--- src/rtl/fetch_pkg.sv ---
// Shared types for the RV32I instruction-fetch front end.
// Buffer entries and in-flight tags carry their own PC.
package fetch_pkg;

  localparam logic [31:0] NOP = 32'h0000_0013;

  typedef struct packed {
    logic [31:0] instr;
    logic [31:0] pc;
  } fetch_entry_t;

  typedef struct packed {
    logic        epoch;
    logic [31:0] pc;
  } tag_entry_t;

endpackage

--- src/rtl/fetch_fifo.sv ---
// Small synchronous FIFO with clear and occupancy count.
// Used for both the instruction buffer and the in-flight tag queue.
module fetch_fifo #(
  parameter type T = logic [31:0],
  parameter int DEPTH = 2,
  localparam int AW = (DEPTH > 1) ? $clog2(DEPTH) : 1,
  localparam int CW = $clog2(DEPTH + 1)
) (
  input  logic          clk,
  input  logic          rst,
  input  logic          push,
  input  logic          pop,
  input  logic          clear,
  input  T              wdata,
  output T              rdata,
  output logic [CW-1:0] count
);

  T mem [DEPTH];
  logic [AW-1:0] wptr;
  logic [AW-1:0] rptr;
  logic do_push;
  logic do_pop;

  function automatic logic [AW-1:0] nxt(input logic [AW-1:0] p);
    return (p == AW'(DEPTH - 1)) ? '0 : p + 1'b1;
  endfunction

  assign do_pop  = pop && (count != '0);
  assign do_push = push && ((count < CW'(DEPTH)) || do_pop);
  assign rdata   = mem[rptr];

  always_ff @(posedge clk or posedge rst) begin
    if (rst) begin
      wptr  <= '0;
      rptr  <= '0;
      count <= '0;
    end else if (clear) begin
      wptr  <= '0;
      rptr  <= '0;
      count <= '0;
    end else begin
      if (do_push) wptr <= nxt(wptr);
      if (do_pop)  rptr <= nxt(rptr);
      count <= count + CW'(do_push) - CW'(do_pop);
    end
  end

  always_ff @(posedge clk) begin
    if (do_push && !clear) mem[wptr] <= wdata;
  end

endmodule

--- src/rtl/fetch_stage.sv ---
// Fetch PC, credit-limited imem requests, epoch-tagged responses
// and the IF/ID register with a zero-latency bypass.
module fetch_stage import fetch_pkg::*; #(
  parameter logic [31:0] RESET_PC = 32'h0000_0000,
  parameter int FIFO_DEPTH = 2
) (
  input  logic        clk,
  input  logic        rst,
  input  logic        StallF,
  input  logic        StallD,
  input  logic        FlushD,
  input  logic        PCSrcE,
  input  logic [31:0] PCTargetE,
  output logic        imem_req,
  output logic [31:0] imem_addr,
  input  logic        imem_gnt,
  input  logic        imem_rvalid,
  input  logic [31:0] imem_rdata,
  output logic [31:0] InstrD,
  output logic [31:0] PCD,
  output logic [31:0] PCPlus4D,
  output logic        ValidD
);

  localparam int CW = $clog2(FIFO_DEPTH + 1);

  logic [31:0]   pcf;
  logic          epoch;
  logic [CW-1:0] icount;
  logic [CW-1:0] tcount;
  tag_entry_t    tag_in;
  tag_entry_t    tag_out;
  fetch_entry_t  ent_in;
  fetch_entry_t  ent_out;
  logic hs, rsp, keep, flush;
  logic pop_i, byp, push_i;
  logic unused_lsb;

  assign unused_lsb = ^PCTargetE[1:0];

  // Credits cover both buffered and in-flight words
  assign imem_req = !rst && !StallF && !PCSrcE
                 && (int'(icount) + int'(tcount) < FIFO_DEPTH);
  assign imem_addr = pcf;
  assign hs = imem_req && imem_gnt;

  assign rsp  = imem_rvalid && (tcount != '0);
  assign keep = rsp && (tag_out.epoch == epoch) && !PCSrcE;

  assign flush  = FlushD || PCSrcE;
  assign pop_i  = !flush && !StallD && (icount != '0);
  assign byp    = !flush && !StallD && (icount == '0) && keep;
  assign push_i = keep && !byp;

  assign tag_in = '{epoch: epoch, pc: pcf};
  assign ent_in = '{instr: imem_rdata, pc: tag_out.pc};

  fetch_fifo #(.T(tag_entry_t), .DEPTH(FIFO_DEPTH)) u_tagq (
    .clk(clk), .rst(rst),
    .push(hs), .pop(rsp), .clear(1'b0),
    .wdata(tag_in), .rdata(tag_out), .count(tcount)
  );

  fetch_fifo #(.T(fetch_entry_t), .DEPTH(FIFO_DEPTH)) u_ibuf (
    .clk(clk), .rst(rst),
    .push(push_i), .pop(pop_i), .clear(PCSrcE),
    .wdata(ent_in), .rdata(ent_out), .count(icount)
  );

  always_ff @(posedge clk or posedge rst) begin
    if (rst) begin
      pcf   <= RESET_PC;
      epoch <= 1'b0;
    end else if (PCSrcE) begin
      pcf   <= {PCTargetE[31:2], 2'b00};
      epoch <= ~epoch;
    end else if (hs) begin
      pcf <= pcf + 32'd4;
    end
  end

  always_ff @(posedge clk or posedge rst) begin
    if (rst) begin
      InstrD   <= NOP;
      PCD      <= '0;
      PCPlus4D <= 32'd4;
      ValidD   <= 1'b0;
    end else if (flush) begin
      InstrD <= NOP;
      ValidD <= 1'b0;
    end else if (StallD) begin
      ValidD <= ValidD;
    end else if (pop_i) begin
      InstrD   <= ent_out.instr;
      PCD      <= ent_out.pc;
      PCPlus4D <= ent_out.pc + 32'd4;
      ValidD   <= 1'b1;
    end else if (byp) begin
      InstrD   <= imem_rdata;
      PCD      <= tag_out.pc;
      PCPlus4D <= tag_out.pc + 32'd4;
      ValidD   <= 1'b1;
    end else begin
      InstrD <= NOP;
      ValidD <= 1'b0;
    end
  end

  rvalid_orphan: assert property (
    @(posedge clk) disable iff (rst) !(imem_rvalid && (tcount == '0)));

endmodule

--- config.mk ---
export PLATFORM = sky130hd
export DESIGN_NAME = fetch_stage
export DESIGN_NICKNAME = d
export VERILOG_FILES = /design/src/rtl/fetch_pkg.sv /design/src/rtl/fetch_fifo.sv /design/src/rtl/fetch_stage.sv
export SDC_FILE = /design/constraint.sdc
export NUM_CORES = 1
export LEC_CHECK = 0
export BUFFER_PORTS_ARGS = -buffer_cell sky130_fd_sc_hd__buf_2
export CAP_MARGIN = 10
export CORE_MARGIN = 3
export CORE_UTILIZATION = 45
export DETAILED_ROUTE_END_ITERATION = 6
export PLACE_DENSITY = 0.69
export SLEW_MARGIN = 20
export SYNTH_ARGS = -nofsm -noshare
export SYNTH_HDL_FRONTEND = slang
export SYNTH_SLANG_ARGS = --single-unit
--- constraint.sdc ---
create_clock -name clk -period 4.6 [get_ports clk]
set_clock_uncertainty 0.05 [all_clocks]
set_input_delay 0.46 -clock clk [delete_from_list [all_inputs] [get_ports clk]]
set_output_delay 0.46 -clock clk [all_outputs]
set_load 0.01 [all_outputs]
-- Yosys cells after proc, flatten, opt, wreduce, memory -nomap -nowiden
Memory sizes are Yosys's and may differ from the RTL's.
Cells that the tools add are included.
- muxes and demuxes: 27
- bitwise operators: 3
- add/sub/neg operators: 12
- reductions and logical operators: 34
- $lt $le $gt $ge: 3
- eq/ne operators: 2
- operators with widths (kind ; number):
    $mux W32 ; 10
    $add A32 B3 Y32 const B ; 3
    $logic_and A1 B1 Y1 ; 17
    $mux W1 ; 16
    $reduce_bool A2 Y1 ; 6
    $logic_not A1 Y1 ; 6
    $add A1 B1 Y1 const B ; 4
    $add A2 B1 Y2 ; 2
    $lt A2 B2 Y1 const B ; 2
    $sub A2 B1 Y2 ; 2
    $add A2 B2 Y3 ; 1
    $logic_or A1 B1 Y1 ; 3
    $lt A3 B2 Y1 const B ; 1
    $not A1 Y1 ; 3
    $reduce_and A3 Y1 ; 1
    $logic_not A2 Y1 ; 1
    $mux W2 ; 1
    $ne A2 B1 Y1 const B ; 1
    $eq A1 B1 Y1 ; 1
- output and inout port bits: 130
- memory bits (writable): 194
- word-level logic and storage cells: 95
- register bits after elaboration: 138
- memories: 2
- memories (name ; depth ; width ; rd ports ; clocked after Yosys merged registers in ; write ports ; RTL line ; text):
    u_ibuf.mem ; 2 ; 64 ; 1 ; 0 ; 1 ; fetch_fifo.sv:19 ; T mem [DEPTH];
    u_tagq.mem ; 2 ; 33 ; 1 ; 0 ; 1 ; fetch_fifo.sv:19 ;

-- Depth between registers and ports, before layout
- depth in word-level cells: 11
- mapped depth: 12
- depth with buffers taken out: 10

-- Hierarchy
A second synthesis with hierarchy kept.
- cells, all modules: 1125
- area total of the unflattened synthesis: 14883.0 um^2
- modules (own cells, without submodules) (module ; times used ; area an instance (um^2) ; seq. area each (um^2) ; cells an instance):
    fetch_stage ; 1 ; 7064.3 ; 3158.0 ; 779
    fetch_fifo (u_ibuf) ; 1 ; 5051.1 ; 3943.8 ; 221
    fetch_fifo (u_tagq) ; 1 ; 2767.7 ; 2082.0 ; 125

-- Least setup slack after synthesis
OpenSTA, ideal clock, no wires.
- kind: reg-to-reg
- start point: register u_ibuf.count[1]
- end point: memory u_ibuf.mem[0][10] (netlist name), enable pin
- clock period less this slack: 4.760 ns
- data required time: 4.068 ns
- path buffers: 3
- arrival time: 4.228 ns
- slack: -0.160 ns
- setup time: 0.482 ns
- cell stages (with the launch flop): 8
- path through: dfrtp_1 or2_1 clkbuf_1 clkbuf_1 clkbuf_1 nor2_1 a211o_1 nor2_1
- word-level cells in the longest chain between the ends: 9
- elaborated cells on any way between the ends: 14
- ends and longest elaborated chain (item ; RTL line ; text):
    start, declared ; fetch_fifo.sv:16 ; output logic [CW-1:0] count
    start signal, assigned ; fetch_fifo.sv:45 ; count <= count + CW'(do_push) - CW'(do_pop);
    $logic_not A2 Y1 ; fetch_stage.sv:52 ; assign byp = !flush && !StallD && (icount == '0) && keep;
    $logic_and A1 B1 Y1 (2 in series) ; fetch_stage.sv:52 ;
    $logic_not A1 Y1 ; fetch_stage.sv:53 ; assign push_i = keep && !byp;
    $logic_and A1 B1 Y1 ; fetch_stage.sv:53 ;
    $logic_and A1 B1 Y1 * ; fetch_fifo.sv:30 ; assign do_push = push && ((count < CW'(DEPTH)) || do_pop);
    $logic_and A1 B1 Y1 * ; fetch_fifo.sv:50 ; if (do_push && !clear) mem[wptr] <= wdata;
    $mux W1 * ; fetch_fifo.sv:50 ;
    $mux W1 (not written as such) * ; fetch_fifo.sv:50 ;
    end, declared ; fetch_fifo.sv:19 ;
Every way passes the cells marked *; elsewhere a longest branch is shown, timed or not.

-- Worst setup path in the final report
- start point: register u_ibuf.count[0]
- end point: memory u_tagq.mem[0][23] (netlist name), enable pin
- word-level cells in the longest chain between the ends: 7
- ends and longest elaborated chain (item ; RTL line ; text):
    $add A2 B2 Y3 ; fetch_stage.sv:43 ; && (int'(icount) + int'(tcount) < FIFO_DEPTH);
    $lt A3 B2 Y1 ; fetch_stage.sv:43 ;
    $logic_and A1 B1 Y1 ; fetch_stage.sv:43 ;
    $logic_and A1 B1 Y1 ; fetch_stage.sv:45 ; assign hs = imem_req && imem_gnt;
    $logic_and A1 B1 Y1 ; fetch_fifo.sv:30 ;
    $mux W1 ; fetch_fifo.sv:50 ;
    $mux W1 (not written as such) ; fetch_fifo.sv:50 ;
    end, declared ; fetch_fifo.sv:19 ;
Every way passes these cells.

==> impl_metrics.py <==
metrics = {
    "clock_tree": {
        "clock-root-buffer": "sky130_fd_sc_hd__clkbuf_16",
        "htreeDepth": 2,
        "inserted_clock_buffers": 35,
        "tritoncts": "done",
        "clock_sinks": 318,
        "setup_fix_bufs_post_cts": 0,
        "clkLatencyLatePin_ns": 0.50,
        "clock_pin_slew_on_the_worst_setup_and_hold_paths_ns": 0.06,
        "buffer_depth_of_the_longest_clock_path": 3,
        "total_of_hold_buffers_inserted_after_clock_tree_synthesis": 0,
        "post_cts_resize_count": 0,
    },
    "critical_path": {
        "worst-endpoint-arrival_ns": 3.43,
        "crit-reg2reg-launch": "u_ibuf.count[0]",
        "worst_path_largest_cell_delay_ns": 0.49,
        "r2r_slack_ns": 1.26,
        "critPathMaxFanout": 35,
        "slowest_stage": "sky130_fd_sc_hd__or4_1",
        "worst_reg_to_reg_path_cell_count": 10,
        "crit_family": "simple AND/OR/NAND/NOR gates",
        "setup.worst_path.class": "reg2reg",
        "r2r_end": "u_tagq.mem[0][23]",
        "cp_data_required_time_ns": 4.70,
        "worstSetupStartpointType": "register",
        "path_buf_inv": 3,
        "critPathCaptureType": "register",
        "worstPathCellList": "inv_1, nor2_1, fa_1, or4_1, nor2_1, nand2_1, buf_4, a21oi_1, nor2b_2, buf_4",
    },
    "global_routing": {
        "grt_first_pass_wirelength_mm": 53.1,
        "antenna_violations_before_repair": 0,
        "globalRoute.totalOverflow": 0,
        "grt_max_degree": 103,
        "grt_pass1_vias": 9573,
        "grt_util_all_layers_pct": 19.8,
    },
    "synth": {
        "post_synth.cell_area_avg_um2": 12.1,
        "synth-seq-area-share_pct": 63.5,
        "synthCells": 1155,
        "synth_compound_area_share_pct": 11.7,
        "yosys.area_share.simple_pct": 13.1,
        "netlist_area_um2": 14000,
        "synth_edf_count": 186,
        "ys.flop_type": "sky130_fd_sc_hd__edfxtp_1",
        "yosys.area_share.adder_pct": 0.589,
        "yosys.area.top_type": "sky130_fd_sc_hd__edfxtp_1",
        "proportion_of_synthesized_area_in_mux_cells_pct": 6.79,
        "netlist-cell-type-count": 66,
        "yosysTopAreaCellShare_pct": 39.9,
        "synth.top_cells.by_area": "sky130_fd_sc_hd__edfxtp_1 40%, sky130_fd_sc_hd__dfrtp_1 23%, sky130_fd_sc_hd__mux2i_1 5.5%",
        "yosysWarningCount": 0,
        "synth_async_sr_flop_share_pct": 41.5,
        "synthTopCellsByCount": "186 x sky130_fd_sc_hd__edfxtp_1, 146 x sky130_fd_sc_hd__nand2_1, 128 x sky130_fd_sc_hd__dfrtp_1",
        "yosys.area_share.xor_xnor_pct": 1.31,
        "library_cell_with_the_highest_instance_count_after_synthesis": "sky130_fd_sc_hd__edfxtp_1",
        "synth_top_family_by_area": "simple AND/OR/NAND/NOR gates",
        "synth-seq-cells": 318,
    },
    "placement": {
        "dp.final_hpwl_mm": 23.0,
        "place.gp.congestion": 0.821,
        "number_of_port_buffers": 193,
    },
    "detailed_routing": {
        "antenna_violating_nets_post_route": 0,
        "route.vias.total": 9922,
        "drcViolationCount": 0,
        "drt-pass1-iter-count": 5,
        "detail_route.wl_per_cell_um": 18.9,
        "vias_per_cell": 5.64,
        "totalWireLength_mm": 33.3,
        "dr.first_iter.drc_count": 793,
    },
    "die": {
        "core_area_um2": 30200,
        "core.rowCount": 63,
        "die_h_um": 182,
        "floorplan_die_area_um2": 33300,
        "initial_core_utilization_pct": 46.4,
        "die_x_um": 182,
        "io_pins": 202,
    },
    "worst_hold_path": {
        "min_delay_src": "imem_rdata[0]",
        "timing.hold.worst.class": "in2reg",
        "worstHoldPathCells": 1,
        "worst_hold_path.endpoint": "u_ibuf.mem[1][32]",
    },
    "power_and_ir_drop": {
        "p_leak_nw": 6.66,
        "total_power_mw": 8.46,
        "cellPowerDensity_nw_per_um2": 512,
        "peak_vdd_ir_uv": 241,
    },
    "final_layout": {
        "nFillCells": 2555,
        "post_route_cells_drive_above_1_share_pct": 22.5,
        "nets": 1421,
        "n_antenna_cell": 0,
        "area_growth_pct": 18.1,
    },
    "timing": {
        "finalCritPeriodShare_pct": 72.5,
        "worst_pin_slew_ns": 0.979,
        "hold_violations": 0,
        "slew_headroom_pct": 34.1,
        "number_of_max_slew_violations_in_the_final_report": 0,
        "setup_viol_count_final": 0,
        "unrepaired_setup_endpoints_after_global_routing": "false",
        "totalNegativeSetupSlack_ns": 0,
        "fmax_ghz": 0.300,
        "timing.final.crit_period_ns": 3.34,
    },
    "run_status": {
        "status": "complete, no violations",
    },
    "job": {
        "maxCapViolCount": 0,
    },
}
[layer usage]
metal | share of wire (%) | track usage, %
met2 | 44 | 30.0
met5 | 0 | 0
met3 | 7.7 | 3.39
met4 | 1.7 | 4.42
met1 | 46 | 30.0
[cell type report]
class / count / area [um2] / area share, %
inverters: 28 / 110 / 0.666
clock buffers: 47 / 1010 / 6.13
flip-flops and latches: 318 / 8900 / 53.8
multi-input cells: 744 / 4770 / 28.8
well taps: 390 / 488 / 2.95
repair buffers: 216 / 1140 / 6.88
clock inverters: 16 / 129 / 0.779
[per-stage QoR]
step | hold slack [ns] | worst slack, ns | instances | util, % | area [um2]
2_1_floorplan | 0.405 | -0.160 | 1160 | - | 14000
3_3_place_gp | 0.406 | 1.31 | 1696 | 51.0 | 15400
3_5_place_dp | 0.410 | 1.26 | 1696 | 51.0 | 15400
4_1_cts | 0.0884 | 1.26 | 1759 | 54.8 | 16500
5_1_grt | 0.0905 | 1.04 | 1759 | 54.8 | 16500
6_report | 0.111 | 1.26 | 1759 | 54.8 | 16500
[state kept, by name, indices dropped and copies added, names as in the netlist]
register      flops
InstrD           32
PCD              30
PCPlus4D         30
ValidD            1
epoch             1
imem_addr        30
u_ibuf.count      2
u_ibuf.mem      124
u_ibuf.rptr       1
u_ibuf.wptr       1
u_tagq.count      2
u_tagq.mem       62
u_tagq.rptr       1
u_tagq.wptr       1
[power breakdown]
part	switching, mW	internal [mW]	leakage (nW)
logic	1.19	0.711	2.74
clock network	1.08	1.66	0.565
registers	0.281	3.54	3.35
[placed cells by master, fill, tap and decap left out, drive strengths merged, types with 14 or more instances in the layout]
cell	n
edfxtp	186
inv	28
a221o	37
dfrtp	128
nor2	83
nand3	36
a21oi	35
clkinv	14
xnor2	14
clkbuf	47
nand4	15
o21ai	76
a31oi	20
buf	216
mux2	16
mux2i	77
nand2	147
[worst max-delay path by stage]
stage	start	endpoint	depth (start not counted)
floorplan	u_ibuf.count[1]	u_ibuf.mem[0][10]	7
global placement	PCSrcE	PCPlus4D[27]	7
detailed placement	PCSrcE	PCPlus4D[27]	7
CTS	u_ibuf.count[0]	u_tagq.mem[0][23]	10
global route	u_ibuf.count[0]	u_tagq.mem[1][26]	10
finish	u_ibuf.count[0]	u_tagq.mem[0][23]	10
[cell families (layout without fill, tap and decap cells)]
kind of cell	Yosys count	in the layout
AOI/OAI and AO/OA	236	236
xor gates and xnor gates	21	21
adders and majority gates	6	6
buffers and inverters	98	307
DFF	318	318
muxes	93	93
other	1	6
and+or+nand+nor	382	382
[worst register-to-register path, cell delays in order (launching register included)]
cell                      delay (ns)
sky130_fd_sc_hd__dfrtp_1        0.40
sky130_fd_sc_hd__inv_1          0.12
sky130_fd_sc_hd__nor2_1         0.07
sky130_fd_sc_hd__fa_1           0.43
sky130_fd_sc_hd__or4_1          0.49
sky130_fd_sc_hd__nor2_1         0.19
sky130_fd_sc_hd__nand2_1        0.08
sky130_fd_sc_hd__buf_4          0.25
sky130_fd_sc_hd__a21oi_1        0.32
sky130_fd_sc_hd__nor2b_2        0.20
sky130_fd_sc_hd__buf_4          0.37
Note: power is estimated with default switching activity, not from simulation.
